$ cat src/rtl/camera_i2c_arbiter.sv
// Round-robin owner of the camera-side I2C bus for the sensor config engine (0) and the VCM engine (1).
// Held in BOOT until the MIPI bridge releases; guard gap between owners, watchdog on each grant.
module camera_i2c_arbiter #(
  parameter int unsigned GUARD_CYCLES   = 250,
  parameter int unsigned TIMEOUT_CYCLES = 5000000
) (
  input  logic       CLK_50,
  input  logic       RESET_N,
  input  logic       BRIDGE_RELEASE,
  input  logic       REQ0,
  input  logic       REQ1,
  input  logic       DONE0,
  input  logic       DONE1,
  input  logic       SCL0,
  input  logic       SCL1,
  input  logic       SDA_OE0,
  input  logic       SDA_OE1,
  output logic       GNT0,
  output logic       GNT1,
  output logic       CAMERA_I2C_SCL,
  output logic       CAMERA_I2C_SDA_OE,
  output logic       BUSY,
  output logic [1:0] TIMEOUT_ERR
);

  typedef enum logic [2:0] {BOOT, IDLE, OWN0, OWN1, GUARD} state_t;

  localparam logic [31:0] GUARD_LAST   = 32'(GUARD_CYCLES - 1);
  localparam logic [31:0] TIMEOUT_LAST = 32'(TIMEOUT_CYCLES - 1);

  state_t      state_q, state_d;
  logic [31:0] cnt_q, cnt_d;
  logic        last_q, last_d;
  logic [1:0]  terr_q, terr_d;
  logic        gnt0_q, gnt0_d;
  logic        gnt1_q, gnt1_d;
  logic        scl_q, scl_d;
  logic        sda_oe_q, sda_oe_d;
  logic        busy_q, busy_d;

  always_ff @(posedge CLK_50 or negedge RESET_N) begin
    if (!RESET_N) begin
      state_q  <= BOOT;
      cnt_q    <= '0;
      last_q   <= 1'b1;
      terr_q   <= 2'b00;
      gnt0_q   <= 1'b0;
      gnt1_q   <= 1'b0;
      scl_q    <= 1'b1;
      sda_oe_q <= 1'b0;
      busy_q   <= 1'b0;
    end else begin
      state_q  <= state_d;
      cnt_q    <= cnt_d;
      last_q   <= last_d;
      terr_q   <= terr_d;
      gnt0_q   <= gnt0_d;
      gnt1_q   <= gnt1_d;
      scl_q    <= scl_d;
      sda_oe_q <= sda_oe_d;
      busy_q   <= busy_d;
    end
  end

  // One counter serves both the grant watchdog and the guard gap; it is cleared on every state entry.
  always_comb begin
    state_d = state_q;
    cnt_d   = cnt_q;
    last_d  = last_q;
    terr_d  = terr_q;
    if (state_q != BOOT && !BRIDGE_RELEASE) begin
      state_d = BOOT;
      cnt_d   = '0;
    end else begin
      case (state_q)
        BOOT: begin
          if (BRIDGE_RELEASE) state_d = IDLE;
        end
        IDLE: begin
          if (REQ0 && (!REQ1 || last_q)) begin
            state_d = OWN0;
            last_d  = 1'b0;
            cnt_d   = '0;
          end else if (REQ1) begin
            state_d = OWN1;
            last_d  = 1'b1;
            cnt_d   = '0;
          end
        end
        OWN0: begin
          if (DONE0 || !REQ0) begin
            state_d = GUARD;
            cnt_d   = '0;
          end else if (cnt_q == TIMEOUT_LAST) begin
            state_d   = GUARD;
            cnt_d     = '0;
            terr_d[0] = 1'b1;
          end else begin
            cnt_d = cnt_q + 32'd1;
          end
        end
        OWN1: begin
          if (DONE1 || !REQ1) begin
            state_d = GUARD;
            cnt_d   = '0;
          end else if (cnt_q == TIMEOUT_LAST) begin
            state_d   = GUARD;
            cnt_d     = '0;
            terr_d[1] = 1'b1;
          end else begin
            cnt_d = cnt_q + 32'd1;
          end
        end
        GUARD: begin
          if (cnt_q == GUARD_LAST) begin
            state_d = IDLE;
            cnt_d   = '0;
          end else begin
            cnt_d = cnt_q + 32'd1;
          end
        end
        default: begin
          state_d = BOOT;
          cnt_d   = '0;
        end
      endcase
    end
  end

  // Outputs are registered from the next state so the bus is handed over and released on the deciding edge.
  always_comb begin
    gnt0_d   = (state_d == OWN0);
    gnt1_d   = (state_d == OWN1);
    busy_d   = (state_d == OWN0) || (state_d == OWN1) || (state_d == GUARD);
    scl_d    = 1'b1;
    sda_oe_d = 1'b0;
    if (state_d == OWN0) begin
      scl_d    = SCL0;
      sda_oe_d = SDA_OE0;
    end else if (state_d == OWN1) begin
      scl_d    = SCL1;
      sda_oe_d = SDA_OE1;
    end
  end

  assign GNT0              = gnt0_q;
  assign GNT1              = gnt1_q;
  assign CAMERA_I2C_SCL    = scl_q;
  assign CAMERA_I2C_SDA_OE = sda_oe_q;
  assign BUSY              = busy_q;
  assign TIMEOUT_ERR       = terr_q;

endmodule

$ cat config.mk
export PLATFORM = sky130hd
export DESIGN_NAME = camera_i2c_arbiter
export DESIGN_NICKNAME = d
export VERILOG_FILES = /design/src/rtl/camera_i2c_arbiter.sv
export SDC_FILE = /design/constraint.sdc
export NUM_CORES = 1
export LEC_CHECK = 0
export ABC_AREA = 1
export ABC_CLOCK_PERIOD_IN_PS = 1800
export CORE_UTILIZATION = 50
export DETAILED_ROUTE_END_ITERATION = 8
export PLACE_DENSITY = 0.82
export SLEW_MARGIN = 0
export SYNTH_ARGS = -nofsm -noshare
export SYNTH_HDL_FRONTEND = slang
export SYNTH_SLANG_ARGS = --single-unit
$ cat constraint.sdc
create_clock -name CLK_50 -period 1.8 [get_ports CLK_50]
set_input_delay 0.36 -clock CLK_50 [delete_from_list [all_inputs] [get_ports CLK_50]]
set_output_delay 0.36 -clock CLK_50 [all_outputs]
set_load 0.05 [all_outputs]
## After elaboration in Yosys (flattened, before gate mapping)

Cells that the tools add are included.

- Bits in latches: 0
- Bits in writable memories: 0
- Memory bits (read-only): 0
- Logic and storage cells: 65
- Output and inout bits: 7
- Input port bits: 11
- Bits in registers: 43
- Memories kept: 0

- Divide/modulo/power cells: 0
- $lt $le $gt $ge: 0
- Bitwise logic cells: 3
- Muxes and demuxes: 23
- Shift-type cells: 0
- Reductions and logical operators: 17
- Equal/unequal tests: 11
- $add $sub $neg: 1
- Multipliers: 0

Operator list:

| operator | count |
|---|---|
| $mux W32 | 7 |
| $pmux W32 S5 | 1 |
| $add A32 B1 Y32 const B | 1 |
| $eq A32 B23 Y1 const B | 1 |
| $eq A32 B8 Y1 const B | 1 |
| $mux W3 | 8 |
| $pmux W3 S5 | 1 |
| $eq A3 B2 Y1 const B | 4 |
| $reduce_and A4 Y1 | 2 |
| $eq A3 B3 Y1 const B | 2 |
| $mux W1 | 6 |
| $logic_or A1 B1 Y1 | 5 |
| $ne A4 B4 Y1 const B | 1 |
| $eq A3 B1 Y1 const B | 1 |
| $logic_not A1 Y1 | 3 |
| $logic_not A3 Y1 | 1 |
| $not A1 Y1 | 3 |
| $reduce_and A3 Y1 | 1 |
| $reduce_bool A3 Y1 | 1 |
| $logic_and A1 B1 Y1 | 2 |
| $ne A2 B2 Y1 const B | 1 |
| $reduce_and A2 Y1 | 1 |
| $reduce_bool A2 Y1 | 1 |

## Logic depth before layout (Yosys ltp)

Gate-level depths: netlist of the first run.

- Depth after elaboration: 9
- Gate-level depth with buffers: 12
- Gate-level depth less buffers: 12

## Worst setup path after synthesis of the first run

No wires, ideal clock.

- Kind: register to register
- From: reg cnt_q[0]
- To: reg cnt_q[22]
- Setup slack: 0.121 ns
- Cell stages (with the launch flop): 12
- Path buffers: 1
- Required time: 1.684 ns
- Clock period less this slack: 1.679 ns
- Arrival: 1.563 ns
- Setup time: 0.116 ns
- Path through: dfrtp_1 ha_1 inv_1 nor2_2 nand2_1 nor2_1 nand2_1 nand2_2 nand2_2 a21oi_4 buf_6 nor2_1

- Word-level cells in the longest chain between the ends: 5
- Elaborated cells between the ends (all ways): 9
- Those cells by class: add/sub: 1; eq/ne: 2; mux: 6

RTL lines:

| element | line | RTL |
|---|---|---|
| from (decl) | 32 | `logic [31:0] cnt_q, cnt_d;` |
| from (signal assigned) | 54 | `cnt_q <= cnt_d;` |
| $add A32 B1 Y32 / $eq A32 B23 Y1 (equally long branches) | n/a |  |
| $mux W32 | 94, 106 |  |
| $mux W32, on equally long branches | 103, 91 |  |
| $pmux W32 S5 * | 75 | `case (state_q)` |
| $mux W32 * | 71 | `if (state_q != BOOT && !BRIDGE_RELEASE) begin` |

Mark *: on every way between the ends. The rest lies on a longest branch, timed or not.
A chain may end at the register's enable or synchronous reset.

## Final worst setup path of the first run

- From: in REQ0
- To: reg cnt_q[8]

- Word-level cells in the longest chain between the ends: 5
- Elaborated cells between the ends (all ways): 9
- Those cells by class: eq/ne: 1; mux: 4; reduce/logical: 4

RTL lines:

| element | line | RTL |
|---|---|---|
| from (decl) | 10 | `input logic REQ0,` |
| $logic_not A1 Y1 | 91 | `if (DONE0 \|\| !REQ0) begin` |
| $logic_or A1 B1 Y1 | 91 |  |
| $mux W32 | 91 |  |
| $pmux W32 S5 | 75 |  |
| $mux W32 | 71 |  |

Several ways; a longest one is shown, not always the timed one.

==> qor.tcl, run 1 <==
set qor(cts_inserted_buffers) 5
set qor(clock-root-buffer) {clkbuf_8}
set qor(drcViolationCount) 0
set qor(pwr_density_cell_nw_per_um2) 895.8
set qor(routed.top_layer) {met4}
set qor(grt_remaining_overflow) 0
set qor(run_status) {complete, but fails checks}
set qor(globalRouteTotalUtil_pct) 29.24
set qor(grt_first_pass_wirelength_mm) 13.81
set qor(count_of_port_buffers_added_during_placement) 17
set qor(critPathCaptureType) {register}
set qor(cp_max_fo) 6
set qor(worst_hold_slack_across_all_endpoints_ns) 0.1103
set qor(finClkSkew_ns) 0.007747
set qor(placed_cells) 584
set qor(wirelength_mm) 8.980
set qor(critical-path-slowest-cell) {clkdlybuf4s50_1}
set qor(htree_levels) 2
set qor(routed_metal_1_wire_length_mm) 3.845
set qor(final_antenna_net_count) 0
set qor(routabilityCongestion) 0.9769
set qor(reg2reg_depth) 9
set qor(std_cell_rows) 27
set qor(detail_route.iter0.violations) 337
set qor(worst_r2r_startpoint) {last_q}
set qor(failed_checks) {negative setup slack}
set qor(postPlaceCellArea_um2) 3603
set qor(drtPass1Iterations) 6
set qor(syn-num-nets) 439
set qor(total_via_count_after_detailed_routing) 3279
set qor(holdCritPathClass) {input port to async pin}
set qor(vias_per_cell) 5.393
set qor(clock_tree_from_tritoncts) {built}
set qor(core_region_area_um2) 5507
set qor(num_antenna_cells) 0
set qor(ys_seq_area_share_pct) 37.87
set qor(clk_pin_slew_worst_paths_ns) 0.08
set qor(routed-wl-met2_mm) 4.273
set qor(dr_wl_met3_um) 588
set qor(post-route-min-period_ns) 1.868
set qor(post_synthesis_mean_instance_area_um2) 6.685
set qor(worstPathBufferInverterCount) 2
set qor(worstPathArrival_ns) 2.07
set qor(worstPathCellList) {clkdlybuf4s50_1, inv_1, nor2_1, nor2_1, nand2_2, nand2_4, nor2_1, nand2_1, xor2_1, nor2_1}
set qor(die-height_um) 77.47
set qor(timing.final.ws_setup_ns) -0.06815
set qor(floorplan.io_pins) 18
set qor(antenna_violations_before_repair) 0
set qor(die_w_um) 77.47
set qor(totalPowerFinal_mw) 3.653
set qor(clock_tree_sinks) 43
set qor(post_drt_wl_per_cell_um) 14.77
set qor(filler_cell_count) 412
set qor(finalInstanceArea_um2) 4078
set qor(yosysUniqueCellTypes) 27
set qor(cts_hold_buf) 0
set qor(drive_above_1_share_pct) 30.97
set qor(vias_in_the_first_global_route) 3046
set qor(kind_of_launch_point_of_the_worst_setup_path) {input port}
set qor(cts_max_path_buffers) 2
set qor(critPathMostFrequentCell) {nor2_1}
set qor(setup.worst_path.class) {input port to register}
set qor(setup_violating_endpoint_count_in_the_final_report) 1
set qor(p_leak_nw) 1.903
set qor(syn2layout_area_growth_pct) 43.19
set qor(setup_repair_after_global_routing_missed_its_margin) {yes}
set qor(fmaxAchievable_ghz) 0.5353
set qor(synth_seq_cells) 43
set qor(initial_core_util_pct) 51.72
set qor(maxCapViolations) 0
set qor(largest_net_degree_at_the_start_of_global_routing) 44
set qor(slew_headroom_pct) 63.97
set qor(report.final.hold_viol_count) 0
set qor(totalNegativeSetupSlack_ns) -0.06815
set qor(timing.final.crit_share_pct) 103.8
set qor(dieArea_um2) 6002
set qor(yosys_warnings) 0
set qor(critical_path.max_stage_delay_ns) 0.49
set qor(post-dp-hpwl_mm) 6.006
set qor(clkLatencyLatePin_ns) 0.31
set qor(max_slew.worst_pin.slew_ns) 0.5405
set qor(layout.cells.non_filler) 608
set qor(vdd.ir_drop.worst_mv) 0.5295
set qor(reg2reg_to) {cnt_q[8]}
set qor(mappedNetlistArea_um2) 2848
set qor(family_of_cells_with_the_greatest_summed_delay_on_the_critical_path) {simple AND/OR/NAND/NOR gates}
set qor(design.final.nets) 548
set qor(cp.required_ns) 2.00
set qor(finalMaxSlewViolations) 0
set qor(reg2reg_slack_ns) -0.04
set qor(synth_cells) 426
## routing by layer
metal	vias to the layer above	GRT usage (%)
li1	1559	-
met1	1538	38.08
met2	150	48.67
met3	32	4.824
met4	0	10.75
met5	-	0
## cells in the final DEF (no fill, tap or decap), types with 3 or more instances in the layout
master           instances
dfrtp_2                  4
inv_1                   44
xnor2_1                  6
nor2_2                  12
nand3_2                  4
nand2_1                113
dfrtp_1                 37
o21ai_0                  4
nor3_4                   3
buf_4                   90
nor3_1                   6
nand4_1                 14
xor2_1                  13
nor2_4                  10
buf_6                    3
nor3_2                   4
a21oi_1                  3
nor2_1                  80
clkdlybuf4s50_1          8
nand2_2                 14
nand3_1                 29
clkbuf_8                 7
## synthesized netlist by cell type
cell      count  area, µm²
buf_2         3      15.01
dfrtp_1      41       1026
inv_1        45      168.9
nand3b_1      1      7.510
nor3_2        3      30.03
nand4_1      14      87.58
ha_1          2      25.02
nor3_4        1      16.27
o21ai_0       6      30.03
nand2_2       6      37.54
inv_2         2      7.510
a31oi_1       1      6.260
xnor2_1       6      52.55
nor3_1        9      45.04
a21oi_1       3      15.01
nor2_1       96      360.4
o22ai_1       2      12.51
a21boi_1      1      7.510
nand3_1      35      175.2
xor2_1       13      113.9
and2_1        1      6.260
o21bai_1      2      15.01
a21oi_4       1      16.27
nor2_2        6      37.54
nand2_1     122      457.9
buf_6         2      22.52
dfstp_2       2      52.55
## where the power goes
| part | leakage (nW) | switching [mW] | internal [mW] |
|---|---|---|---|
| Sequential | 0.584 | 0.0827 | 1.07 |
| Combinational | 1.27 | 1.14 | 0.677 |
| Clock | 0.0515 | 0.336 | 0.350 |
| Total | 1.90 | 1.56 | 2.10 |
## area by class of cell
class | count | area, µm² | share of cell area (%)
multi-input combinational | 333 | 1775 | 43.54
inverter | 47 | 181.4 | 4.449
sequential | 43 | 1084 | 26.57
tap | 72 | 90.09 | 2.209
clock buffer | 8 | 100.1 | 2.455
timing repair buffer | 105 | 847.1 | 20.77
## state kept, by name, indices dropped and copies added, names as in the netlist
register           cells
CAMERA_I2C_SDA_OE      1
state_q                3
cnt_q                 32
GNT1                   1
last_q                 1
CAMERA_I2C_SCL         1
TIMEOUT_ERR            2
BUSY                   1
GNT0                   1
## how the worst max path moves through the flow
| stage | slack, ns | endpoint | from | cells after the start |
|---|---|---|---|---|
| finish | -0.07 | cnt_q[8] | REQ0 | 10 |
| global placement | -0.31 | cnt_q[21] | REQ1 | 10 |
| floorplan | 0.12 | cnt_q[22] | cnt_q[0] | 11 |
| global route | -0.12 | cnt_q[8] | last_q | 9 |
| detailed placement | -0.43 | cnt_q[22] | REQ1 | 10 |
| CTS | -0.01 | cnt_q[24] | cnt_q[1] | 11 |
## cells by family (layout without fill, tap and decap cells)
logic type,after synthesis,after routing,share of synthesized area (%)
and+or+nand+nor,294,295,44.29
buffers and inverters,52,160,7.513
DFF,43,43,37.87
xor gates and xnor gates,19,19,5.844
AOI/OAI and AO/OA,16,17,3.603
adders and majority gates,2,2,0.8786
## timing repair
item / in CTS / in global routing
pin swaps: 6 / 19
endpoints found under the setup margin: 26 / 37
buffers inserted: 3 / 11
cloned: 1 / 1
resized for setup: 11 / 54
## per-stage QoR
stage                     utilization (%)  setup slack (ns)
after floorplan                         -            0.1207
after global placement              65.44           -0.3079
after detailed placement            65.44           -0.4291
after CTS                           68.98          -0.01171
after global routing                74.05           -0.1212
final                               74.05          -0.06815
Power figures use the tool's default switching activity.
==> run 2, diff against run 1 <==
--- a/config.mk
+++ b/config.mk
@@ -7,9 +7,11 @@
 export LEC_CHECK = 0
 export ABC_AREA = 1
 export ABC_CLOCK_PERIOD_IN_PS = 1800
+export CAP_MARGIN = 10
 export CORE_UTILIZATION = 50
 export DETAILED_ROUTE_END_ITERATION = 8
 export PLACE_DENSITY = 0.82
+export SKIP_LAST_GASP = 1
 export SLEW_MARGIN = 0
 export SYNTH_ARGS = -nofsm -noshare
 export SYNTH_HDL_FRONTEND = slang
==> run 2 against run 1 <==
Compared with the run above:
- the flow still finishes with violations (negative setup slack)
- final area is 0.12% lower
- combinational power hardly changed
- fmax is 3.1% higher
- clock power hardly changed
- critical path depth stayed put
- critical path type unchanged
- highest routed layer unchanged
==> qor.tcl, run 2 (synthesis results as in run 1) <==
set qor(run_status) {complete, but fails checks} ;# unchanged
set qor(failed_checks) {negative setup slack} ;# unchanged
set qor(detail_route.iter0.violations) 312 ;# was 337
set qor(vias_in_the_first_global_route) 3046 ;# unchanged
set qor(critPathMostFrequentCell) {nor2_1} ;# unchanged
set qor(globalRouteTotalUtil_pct) 29.24 ;# unchanged
set qor(worstPathArrival_ns) 2.01 ;# was 2.07 ns
set qor(critical-path-slowest-cell) {clkdlybuf4s50_1} ;# unchanged
set qor(syn2layout_area_growth_pct) 43.01 ;# was 43.19%
set qor(finalMaxSlewViolations) 0 ;# unchanged
set qor(wirelength_mm) 8.968 ;# was 8.980 mm
set qor(cp.required_ns) 2.00 ;# about the same
set qor(critical_path.max_stage_delay_ns) 0.49 ;# about the same
set qor(pwr_density_cell_nw_per_um2) 896.3 ;# was 895.8 nW/µm²
set qor(clock_tree_from_tritoncts) {built} ;# unchanged
set qor(vias_per_cell) 5.438 ;# was 5.393
set qor(worstPathBufferInverterCount) 2 ;# unchanged
set qor(slew_headroom_pct) 64.20 ;# was 63.97%
set qor(max_slew.worst_pin.slew_ns) 0.5370 ;# was 0.5405 ns
set qor(setup_repair_after_global_routing_missed_its_margin) {yes} ;# unchanged
set qor(p_leak_nw) 1.904 ;# was 1.903 nW
set qor(cts_max_path_buffers) 2 ;# unchanged
set qor(postPlaceCellArea_um2) 3603 ;# unchanged
set qor(htree_levels) 2 ;# unchanged
set qor(post-dp-hpwl_mm) 6.006 ;# unchanged
set qor(grt_first_pass_wirelength_mm) 13.81 ;# unchanged
set qor(antenna_violations_before_repair) 0 ;# unchanged
set qor(totalPowerFinal_mw) 3.650 ;# was 3.653 mW
set qor(post_drt_wl_per_cell_um) 14.75 ;# was 14.77 µm
set qor(totalNegativeSetupSlack_ns) -0.01184 ;# was -0.06815 ns
set qor(largest_net_degree_at_the_start_of_global_routing) 44 ;# unchanged
set qor(clock_tree_sinks) 43 ;# unchanged
set qor(num_antenna_cells) 0 ;# unchanged
set qor(family_of_cells_with_the_greatest_summed_delay_on_the_critical_path) {simple AND/OR/NAND/NOR gates} ;# unchanged
set qor(finalInstanceArea_um2) 4073 ;# was 4078 µm²
set qor(core_region_area_um2) 5507 ;# unchanged
set qor(placed_cells) 584 ;# unchanged
set qor(std_cell_rows) 27 ;# unchanged
set qor(largest_register_ffs) 32 ;# unchanged
set qor(cp.depth) 10 ;# unchanged
set qor(setup.worst_path.class) {input port to register} ;# unchanged
set qor(finClkSkew_ns) 0.007233 ;# was 0.007747 ns
set qor(post-route-min-period_ns) 1.812 ;# was 1.868 ns
set qor(mostFrequentLayoutCell) {nand2_1} ;# unchanged
set qor(final_antenna_net_count) 0 ;# unchanged
set qor(max_flop_register) {cnt_q} ;# unchanged
set qor(kind_of_launch_point_of_the_worst_setup_path) {input port} ;# unchanged
set qor(routabilityCongestion) 0.9769 ;# unchanged
set qor(maxCapViolations) 0 ;# unchanged
set qor(grt_remaining_overflow) 0 ;# unchanged
set qor(dieArea_um2) 6002 ;# unchanged
set qor(initial_core_util_pct) 51.72 ;# unchanged
set qor(clk_pin_slew_worst_paths_ns) 0.08 ;# about the same
set qor(clkLatencyLatePin_ns) 0.30 ;# was 0.31 ns
set qor(drive_above_1_share_pct) 30.60 ;# was 30.97%
set qor(clock-root-buffer) {clkbuf_8} ;# unchanged
set qor(count_of_port_buffers_added_during_placement) 17 ;# unchanged
set qor(timing.final.crit_share_pct) 100.7 ;# was 103.8%
set qor(cts_inserted_buffers) 5 ;# unchanged
set qor(drcViolationCount) 0 ;# unchanged
set qor(total_via_count_after_detailed_routing) 3306 ;# was 3279
set qor(finalCoreUtilization_pct) 73.96 ;# was 74.05%
set qor(reg2reg_depth) 9 ;# unchanged
set qor(vdd.ir_drop.worst_mv) 0.5323 ;# was 0.5295 mV
set qor(die_w_um) 77.47 ;# unchanged
set qor(fmaxAchievable_ghz) 0.5519 ;# was 0.5353 GHz
set qor(holdCritPathClass) {input port to async pin} ;# unchanged
set qor(floorplan.io_pins) 18 ;# unchanged
set qor(layout.cells.non_filler) 608 ;# unchanged
set qor(timing.final.ws_setup_ns) -0.01184 ;# was -0.06815 ns
set qor(worstPathCellList) {clkdlybuf4s50_1, inv_1, nor2_1, nor2_1, nand2_2, nand2_4, nor2_1, nand2_1, xor2_1, nor2_1} ;# unchanged
set qor(cts_hold_buf) 0 ;# unchanged
set qor(setup_violating_endpoint_count_in_the_final_report) 1 ;# unchanged
set qor(drtPass1Iterations) 5 ;# was 6
set qor(critPathCaptureType) {register} ;# unchanged
set qor(die-height_um) 77.47 ;# unchanged
set qor(design.final.nets) 548 ;# unchanged
set qor(report.final.hold_viol_count) 0 ;# unchanged
set qor(most_frequent_cells_in_the_layout) {nand2_1 (113), buf_4 (90), nor2_1 (82)} ;# was nand2_1 (113), buf_4 (90), nor2_1 (80)
set qor(cp_max_fo) 6 ;# unchanged
## run 2: cell count changes in the layout (fill, tap and decap cells not counted)
cell / before / now
nor2_2: 12 / 10
nor2_1: 80 / 82
## run 2: layout make-up
type | instances | area, µm²
inverters | 47 | 181.4
flip-flops and latches | 43 | 1084
repair buffers | 105 | 847.1
fillers | 414 | 1434
clock buffers | 8 | 100.1
well taps | 72 | 90.09
multi-input cells | 333 | 1770
## run 2: layer usage
layer / GRT usage [%] / up-vias / share of wire (%)
li1: - / 1563 / -
met1: 38.08 / 1548 / 43
met2: 48.67 / 155 / 47
met3: 4.824 / 40 / 6.3
met4: 10.75 / 0 / 3.6
met5: 0 / - / 0
## run 2: worst reg2reg max path: cells and delay by family, from the launching register on
family / cells / cell delay, ns
DFF: 1 / 0.54
and+or+nand+nor: 8 / 0.97
xor gates and xnor gates: 1 / 0.18
## run 2: stage by stage
| stage | worst slack [ns] | hold slack (ns) |
|---|---|---|
| floorplan | 0.1207 | 0.06441 |
| global placement | -0.3079 | 0.4558 |
| detailed placement | -0.4291 | 0.4679 |
| CTS | -0.01171 | 0.1459 |
| global route | -0.1183 | 0.1804 |
| finish | -0.01184 | 0.1088 |
## run 2: report_power, final
part	internal, mW	switching, mW	leakage, nW
Clock	0.350	0.337	0.0515
Sequential	1.07	0.0822	0.584
Combinational	0.677	1.14	1.27
Total	2.10	1.55	1.90
## run 2: what timing repair did
item,4_1_cts,5_1_grt
endpoints found under the setup margin,26,37
cloned,1,1
gates resized for setup,10,53
pin swaps,6,19
setup buffers,3,11
## run 2: path summary, 6_finish.rpt
check | start | to | slack, ns
hold reg to reg | TIMEOUT_ERR[1] | TIMEOUT_ERR[1] | 0.49
min in group CLK_50 | TIMEOUT_ERR[1] | TIMEOUT_ERR[1] | 0.49
setup reg to reg | last_q | cnt_q[8] | 0
hold / removal | RESET_N | cnt_q[6] | 0.11
max in group asynchronous | RESET_N | state_q[1] | 1.29
setup / recovery | REQ0 | cnt_q[8] | -0.01
==> run 3, diff against run 2 <==
--- a/config.mk
+++ b/config.mk
@@ -10,6 +10,7 @@
 export CAP_MARGIN = 10
 export CORE_UTILIZATION = 50
 export DETAILED_ROUTE_END_ITERATION = 8
+export GPL_TIMING_DRIVEN = 0
 export PLACE_DENSITY = 0.82
 export SKIP_LAST_GASP = 1
 export SLEW_MARGIN = 0
==> run 3 against run 2 <==
Compared with the run above:
- the flow still finishes with violations (negative setup slack)
- cell count decreased by 6.7%
- sequential power about the same
- largest power group unchanged
- first-iteration DRC count increased by 41%
- hold slack got worse by 0.085 ns
- fmax decreased by 3.3%
- non-clock buffer count decreased by 39
- power increased by 5.8%
- clock skew increased by 0.0019 ns
- register-to-register slack got worse by 0.07 ns
- flip-flop and latch count unchanged
- final area decreased by 5.9%
- critical path depth increased by 2
==> qor.tcl, run 3 (synthesis results as in run 1) <==
set qor(clock_tree_sinks) 43 ;# unchanged
set qor(wirelength_mm) 8.872 ;# was 8.968 mm
set qor(timing.final.ws_setup_ns) -0.07425 ;# was -0.01184 ns
set qor(holdCritPathClass) {input port to async pin} ;# unchanged
set qor(vdd.ir_drop.worst_mv) 0.5235 ;# was 0.5323 mV
set qor(floorplan.io_pins) 18 ;# unchanged
set qor(power.combinational.fraction_pct) 52.2 ;# was 49.7%
set qor(switchingPower_mw) 1.662 ;# was 1.554 mW
set qor(die-height_um) 77.47 ;# unchanged
set qor(worstPathCellList) {buf_4, inv_1, ha_2, nand3_1, nor2_1, nand2_1, nand2_2, nand2_4, a21oi_4, buf_6, buf_8, nor2_1} ;# was clkdlybuf4s50_1, inv_1, nor2_1, nor2_1, nand2_2, nand2_4, nor2_1, nand2_1, xor2_1, nor2_1
set qor(finClkSkew_ns) 0.009101 ;# was 0.007233 ns
set qor(num_antenna_cells) 0 ;# unchanged
set qor(setup.worst_path.class) {register to register} ;# was input port to register
set qor(core_region_area_um2) 5507 ;# unchanged
set qor(run_status) {complete, but fails checks} ;# unchanged
set qor(final_antenna_net_count) 0 ;# unchanged
set qor(syn2layout_area_growth_pct) 34.53 ;# was 43.01%
set qor(failed_checks) {negative setup slack} ;# unchanged
set qor(clock_power_share_pct) 18.0 ;# was 18.8%
set qor(critical_path.max_stage_delay_ns) 0.40 ;# was 0.49 ns
set qor(postPlaceCellArea_um2) 3131 ;# was 3603 µm²
set qor(kind_of_launch_point_of_the_worst_setup_path) {register} ;# was input port
set qor(grt_first_pass_wirelength_mm) 12.67 ;# was 13.81 mm
set qor(detail_route.iter0.violations) 441 ;# was 312
set qor(max_slew.worst_pin.slew_ns) 0.5333 ;# was 0.5370 ns
set qor(initial_core_util_pct) 51.72 ;# unchanged
set qor(seqCellArea_um2) 1091 ;# was 1084 µm²
set qor(clk_pin_slew_worst_paths_ns) 0.08 ;# about the same
set qor(post-dp-hpwl_mm) 5.130 ;# was 6.006 mm
set qor(post-route-min-period_ns) 1.874 ;# was 1.812 ns
set qor(critPathCaptureType) {register} ;# unchanged
set qor(timing.final.crit_share_pct) 104.1 ;# was 100.7%
set qor(finalInstanceArea_um2) 3831 ;# was 4073 µm²
set qor(drive_above_1_share_pct) 26.06 ;# was 30.60%
set qor(clkLatencyLatePin_ns) 0.30 ;# about the same
set qor(cts_max_path_buffers) 2 ;# unchanged
set qor(critPathMostFrequentCell) {nor2_1} ;# unchanged
set qor(pre_cts_slack_ns) -0.4144 ;# was -0.4291 ns
set qor(design.final.nets) 507 ;# was 548
set qor(totalPowerFinal_mw) 3.861 ;# was 3.650 mW
set qor(clock-root-buffer) {clkbuf_8} ;# unchanged
set qor(setup_repair_after_global_routing_missed_its_margin) {yes} ;# unchanged
set qor(grt_remaining_overflow) 0 ;# unchanged
set qor(sw_frac_of_total_pct) 43.04 ;# was 42.58%
set qor(internal-power_mw) 2.199 ;# was 2.096 mW
set qor(die_w_um) 77.47 ;# unchanged
set qor(cts_inserted_buffers) 5 ;# unchanged
set qor(clock_tree_from_tritoncts) {built} ;# unchanged
set qor(post_drt_wl_per_cell_um) 15.65 ;# was 14.75 µm
set qor(max_flop_register) {cnt_q} ;# unchanged
set qor(report.final.hold_viol_count) 0 ;# unchanged
set qor(largest_register_ffs) 32 ;# unchanged
set qor(finalMaxSlewViolations) 0 ;# unchanged
set qor(routabilityCongestion) 0.9459 ;# was 0.9769
set qor(mostFrequentLayoutCell) {nand2_1} ;# unchanged
set qor(count_of_port_buffers_added_during_placement) 17 ;# unchanged
set qor(dieArea_um2) 6002 ;# unchanged
set qor(drcViolationCount) 0 ;# unchanged
set qor(std_cell_rows) 27 ;# unchanged
set qor(setup_violating_endpoint_count_in_the_final_report) 25 ;# was 1
set qor(total_via_count_after_detailed_routing) 3198 ;# was 3306
set qor(drtPass1Iterations) 5 ;# unchanged
set qor(worst_hold_slack_across_all_endpoints_ns) 0.02358 ;# was 0.1088 ns
set qor(critical-path-slowest-cell) {dfrtp_1} ;# was clkdlybuf4s50_1
set qor(pwr_density_cell_nw_per_um2) 1008 ;# was 896.3 nW/µm²
set qor(seqPwrFrac_pct) 29.8 ;# was 31.5%
set qor(multiInputGateArea_um2) 1792 ;# was 1770 µm²
set qor(maxCapViolations) 0 ;# unchanged
set qor(worstPathArrival_ns) 2.07 ;# was 2.01 ns
set qor(antenna_violations_before_repair) 0 ;# unchanged
set qor(cp.required_ns) 1.99 ;# was 2.00 ns
set qor(p_leak_nw) 1.725 ;# was 1.904 nW
set qor(most_frequent_cells_in_the_layout) {nand2_1 (117), nor2_1 (73), inv_1 (42)} ;# was nand2_1 (113), buf_4 (90), nor2_1 (82)
set qor(cp_max_fo) 5 ;# was 6
set qor(slew_headroom_pct) 64.45 ;# was 64.20%
set qor(vias_per_cell) 5.640 ;# was 5.438
set qor(totalNegativeSetupSlack_ns) -1.104 ;# was -0.01184 ns
set qor(cts_hold_buf) 0 ;# unchanged
set qor(vias_in_the_first_global_route) 2821 ;# was 3046
set qor(fmaxAchievable_ghz) 0.5335 ;# was 0.5519 GHz
set qor(globalRouteTotalUtil_pct) 26.87 ;# was 29.24%
set qor(filler_cell_count) 409 ;# was 414
set qor(largest_net_degree_at_the_start_of_global_routing) 23 ;# was 44
set qor(htree_levels) 2 ;# unchanged
[run 3: cell count changes in the layout (fill, tap and decap cells not counted), sizes merged]
cell           previous run  this run
dlygate4sd2               0         3
dlymetal6s2s              1         3
a21oi                     5         4
buf                      96        50
nand2                   129       128
clkdlybuf4s50             8        10
[run 3: final cells by class]
type	count	share of cell area [%]
multi-input cells	331	46.77
flip-flops and latches	43	28.48
repair buffers	61	13.88
inverters	47	4.605
clock buffers	8	2.613
well taps	72	2.351
plain buffers	5	1.306
[run 3: metal layers]
metal | share of wire, % | track usage [%] | wire [µm]
met1 | 38 | 32.88 | 3400
met2 | 48 | 45.49 | 4238
met3 | 9.6 | 5.294 | 856
met4 | 4.2 | 12.26 | 376
met5 | 0 | 0 | 0
[run 3: power groups by stage]
stage	registers (mW)	logic (mW)	clock network, mW
global route	1.16	2.11	0.728
floorplan	1.28	0.707	0
CTS	1.14	1.53	0.691
detailed placement	1.15	1.20	0
global placement	1.15	1.18	0
finish	1.15	2.02	0.693
[run 3: worst paths after layout]
path                           startpoint             end  slack (ns)  cells past startpoint
max                              cnt_q[1]       cnt_q[22]       -0.07                     12
min                               RESET_N        cnt_q[5]        0.02                      1
max reg2reg                      cnt_q[1]       cnt_q[22]       -0.07                     12
min reg2reg                TIMEOUT_ERR[1]  TIMEOUT_ERR[1]        0.48                      1
max in group asynchronous         RESET_N  CAMERA_I2C_SCL        1.20                      2
min in group CLK_50        TIMEOUT_ERR[1]  TIMEOUT_ERR[1]        0.48                      1
[run 3: stage by stage]
stage | utilization (%) | cells
global placement | 56.44 | 515
finish | 69.58 | 567
detailed placement | 56.85 | 516
floorplan | - | 426
CTS | 63.26 | 548
global route | 69.58 | 567
[run 3: worst max-delay path: cells and delay by family (launching register included)]
| family | cells | cell delay [ns] |
|---|---|---|
| buffers and inverters | 4 | 0.48 |
| DFF | 1 | 0.40 |
| AOI/OAI and AO/OA | 1 | 0.18 |
| and+or+nand+nor | 6 | 0.53 |
| adders and majority gates | 1 | 0.18 |
[run 3: timing repair]
item | 4_1_cts | 5_1_grt
gates resized for setup | 28 | 60
cloned | 2 | 0
setup buffers | 22 | 19
pin swaps | 8 | 16
setup endpoints to repair | 31 | 40
==> RTL change: new RTL, config.mk and constraints of run 3 <==
Reset style: synchronous (`RESET_N`), changed in one clocked block.
--- a/src/rtl/camera_i2c_arbiter.sv
+++ b/src/rtl/camera_i2c_arbiter.sv
@@ -38,7 +38,7 @@
   logic        sda_oe_q, sda_oe_d;
   logic        busy_q, busy_d;
 
-  always_ff @(posedge CLK_50 or negedge RESET_N) begin
+  always_ff @(posedge CLK_50) begin
     if (!RESET_N) begin
       state_q  <= BOOT;
       cnt_q    <= '0;
Formal check against the unedited RTL: differs if RESET_N is asserted again (counterexample within 4 cycles, from zero or initial values and one cycle with RESET_N low); with RESET_N held inactive, the same outputs for 10 cycles.
==> RTL change against run 3 <==
The flow still finishes with violations (setup timing); synthesized area decreased by 6.4%; final cell count shrank 7.2%; highest routed layer unchanged; sequential cell count did not move; largest cell class unchanged; worst setup slack improved by 0.063 ns; global-route usage fell by 0.49 points; cell area decreased by 9.1%; critical path type unchanged; wire length is 14% lower; first-iteration DRC count decreased by 28%.
Power is not compared: it rests on default switching activity, and its combinational part moved more than twofold at a synthesized area within 25%.
==> RTL change: results (changes against run 3) <==
* Result of the run: complete, but fails checks (unchanged)
- Failing checks: setup timing (unchanged).
- Met1 global-route usage: 0.334 (was 0.329)
* Final Wtd Congestion: 0.923 (was 0.946)
- Post-layout net count: 468 (was 507)
- Capturing point of the worst reg2reg path: cnt_q[4] (was cnt_q[22])
* Crit Path Max Fanout: 5 (unchanged)
* Number of buffers created by CTS: 5 (unchanged)
* Setup TNS: -0.0354 ns (was -1.10 ns)
- The transition at the pin with the smallest max-transition slack came to 0.554 ns (was 0.533 ns).
- Final instance count without filler cells: 526 (was 567)
- The worst hold slack across all endpoints was 0.461 ns (was 0.0236 ns).
- The final setup violation count came to 4 (was 25).
- The detailed router's first-iteration violation count is 318 (was 441).
* Number of global-route vias before repair: 2542 (was 2821)
- The buffer cell driving the clock tree root is clkbuf_8 (unchanged).
* Fin. max-slew vios: 0 (unchanged)
- Worst hold path type: reg -> reg (was in -> async)
* Dominant cells by area after synthesis: dfxtp_1 (32%), nand2_1 (14%), nor2_1 (12%) (was dfrtp_1 (36%), nand2_1 (16%), nor2_1 (13%))
- Post-CTS clock slew at the launch and capture registers of the worst setup and hold paths: 0.10 ns (was 0.08 ns)
- The maximum buffer depth of the clock tree came to 2 (unchanged).
* Vias: 2914 (was 3198)
- Global-route wire length before repair: 11200 um (was 12700 um)
- The met2 capacity usage during global routing is 0.426 (was 0.455).
- Global-route track usage on met3: 0.0629 (was 0.0529)
* Library cells used by synthesis: 35 (was 27)
* Fraction of layout cells with a size suffix above 1: 0.243 (was 0.261)
- Number of antenna diodes: 0 (unchanged)
* Detailed placement HPWL: 4710 um (was 5130 um)
* Post-Syn Instances: 411 (was 426)
- The post-synth net total came to 424 (was 439).
* Cell depth of the worst flop-to-flop path: 11 (was 12)
- The arrival time of the worst setup path came to 2.01 ns (was 2.07 ns).
- Routed wire per std cell: 14.4 um (was 15.6 um)
- Largest net degree at the start of global routing: 15 (was 23)
* Register ranked first by flip-flop count: cnt_q (unchanged)
* Origin of the critical flop-to-flop path: cnt_q[1] (unchanged)
- Most used standard cells in the synthesized netlist: nand2_1 (97), nor2_1 (86), inv_1 (51) (was nand2_1 (122), nor2_1 (96), inv_1 (45)).
- The commonest register cell after synthesis was dfxtp_1 (was dfrtp_1).
- Proportion of synthesized flip-flops having asynchronous set or reset: 0 (was 1.00)
- The combined global-route utilization of all metal layers came to 0.264 (was 0.269).
* Final worst setup slack: -0.0113 ns (was -0.0743 ns)
- Length of the first detailed-routing pass in iterations: 5 (unchanged)
* Dpl cells: 498 (was 516)
- Fin Clk Skew: 0.0166 ns (was 0.00910 ns)
- Number of flip-flops in the largest register: 32 (unchanged)
* Sequential cell area fraction in the yosys report: 0.323 (was 0.379)
- Hold Path Stages: 2
RTL change: cell count changes in the layout (fill, tap and decap cells not counted), moves of 8 or more:
cell     change
dfrtp_2     -10
dfxtp_1     +32
dfrtp_1     -31
dfxtp_2      +8
nand2_1     -26
buf_4       -24
RTL change: routing by layer:
layer	vias to the layer above	part of all wire
met4	0	0.037
li1	1390	-
met2	169	0.46
met3	30	0.086
met5	-	0
met1	1325	0.42
RTL change: cell families (layout without fill, tap and decap cells):
kind of cell             after synthesis  count (layout)  synth area share
flip-flops                            43              43             0.323
adder cells (fa/ha/maj)                2               2           0.00939
XOR/XNOR                               8               8            0.0263
AND/OR/NAND/NOR                      269             269             0.477
AO/OA/AOI/OAI                         28              28            0.0657
buffers and inverters                 61             106            0.0986
RTL change: how the worst max path moves through the flow:
| stage | start | to | slack (ns) | depth (start not counted) |
|---|---|---|---|---|
| after floorplan | cnt_q[0] | cnt_q[11] | 0.12 | 11 |
| after global placement | REQ1 | cnt_q[17] | -0.34 | 11 |
| after detailed placement | REQ1 | cnt_q[30] | -0.36 | 11 |
| after CTS | cnt_q[0] | cnt_q[30] | -0.01 | 11 |
| after global routing | cnt_q[0] | cnt_q[30] | -0.09 | 12 |
| final | cnt_q[1] | cnt_q[4] | -0.01 | 11 |
RTL change: power by group:
group / leakage [nW] / total [W] / switching, W / internal (W)
Sequential: 0.353 / 0.000980 / 0.0000150 / 0.000965
Clock: 0.0644 / 0.000919 / 0.000366 / 0.000554
Combinational: 1.09 / 0.000474 / 0.000274 / 0.000200
Total: 1.51 / 0.00237 / 0.000655 / 0.00172
RTL change: layout make-up:
type                            count  area (um2)
Clock inverter                      3        67.6
Tap cell                           70        87.6
Clock buffer                        5        68.8
Timing Repair Buffer               37         389
Buffer                              5        60.1
Fill cell                         396        1630
Sequential cell                    43         882
Inverter                           56         213
Multi-Input combinational cell    307        1710
RTL change: worst max-delay path, cell delays in order, from the launching register on:
cell and delay, ns:
dfxtp_2 0.39, ha_4 0.17, nand2_4 0.06, nor2_4 0.12, nand3_4 0.10, nor2_4 0.13, nand2_2 0.09, o21ai_4 0.10
nand3_2 0.11, nand2_4 0.11, bufbuf_16 0.28, nor2_1 0.04
RTL change: metrics by stage:
step | utilization | area (um2) | worst slack, ns
2_1_floorplan | - | 2670 | 0.116
3_3_place_gp | 0.572 | 2920 | -0.344
3_5_place_dp | 0.572 | 2920 | -0.359
4_1_cts | 0.640 | 3270 | -0.0115
5_1_grt | 0.682 | 3480 | -0.0895
6_report | 0.682 | 3480 | -0.0113
RTL change: timing repair:
item                       4_1_cts  5_1_grt
setup endpoints to repair       36       43
hold endpoints to repair         0        0
gates cloned                     1        1
pin swaps                        9       14
gates resized for setup         29       41
setup buffers                   10        8
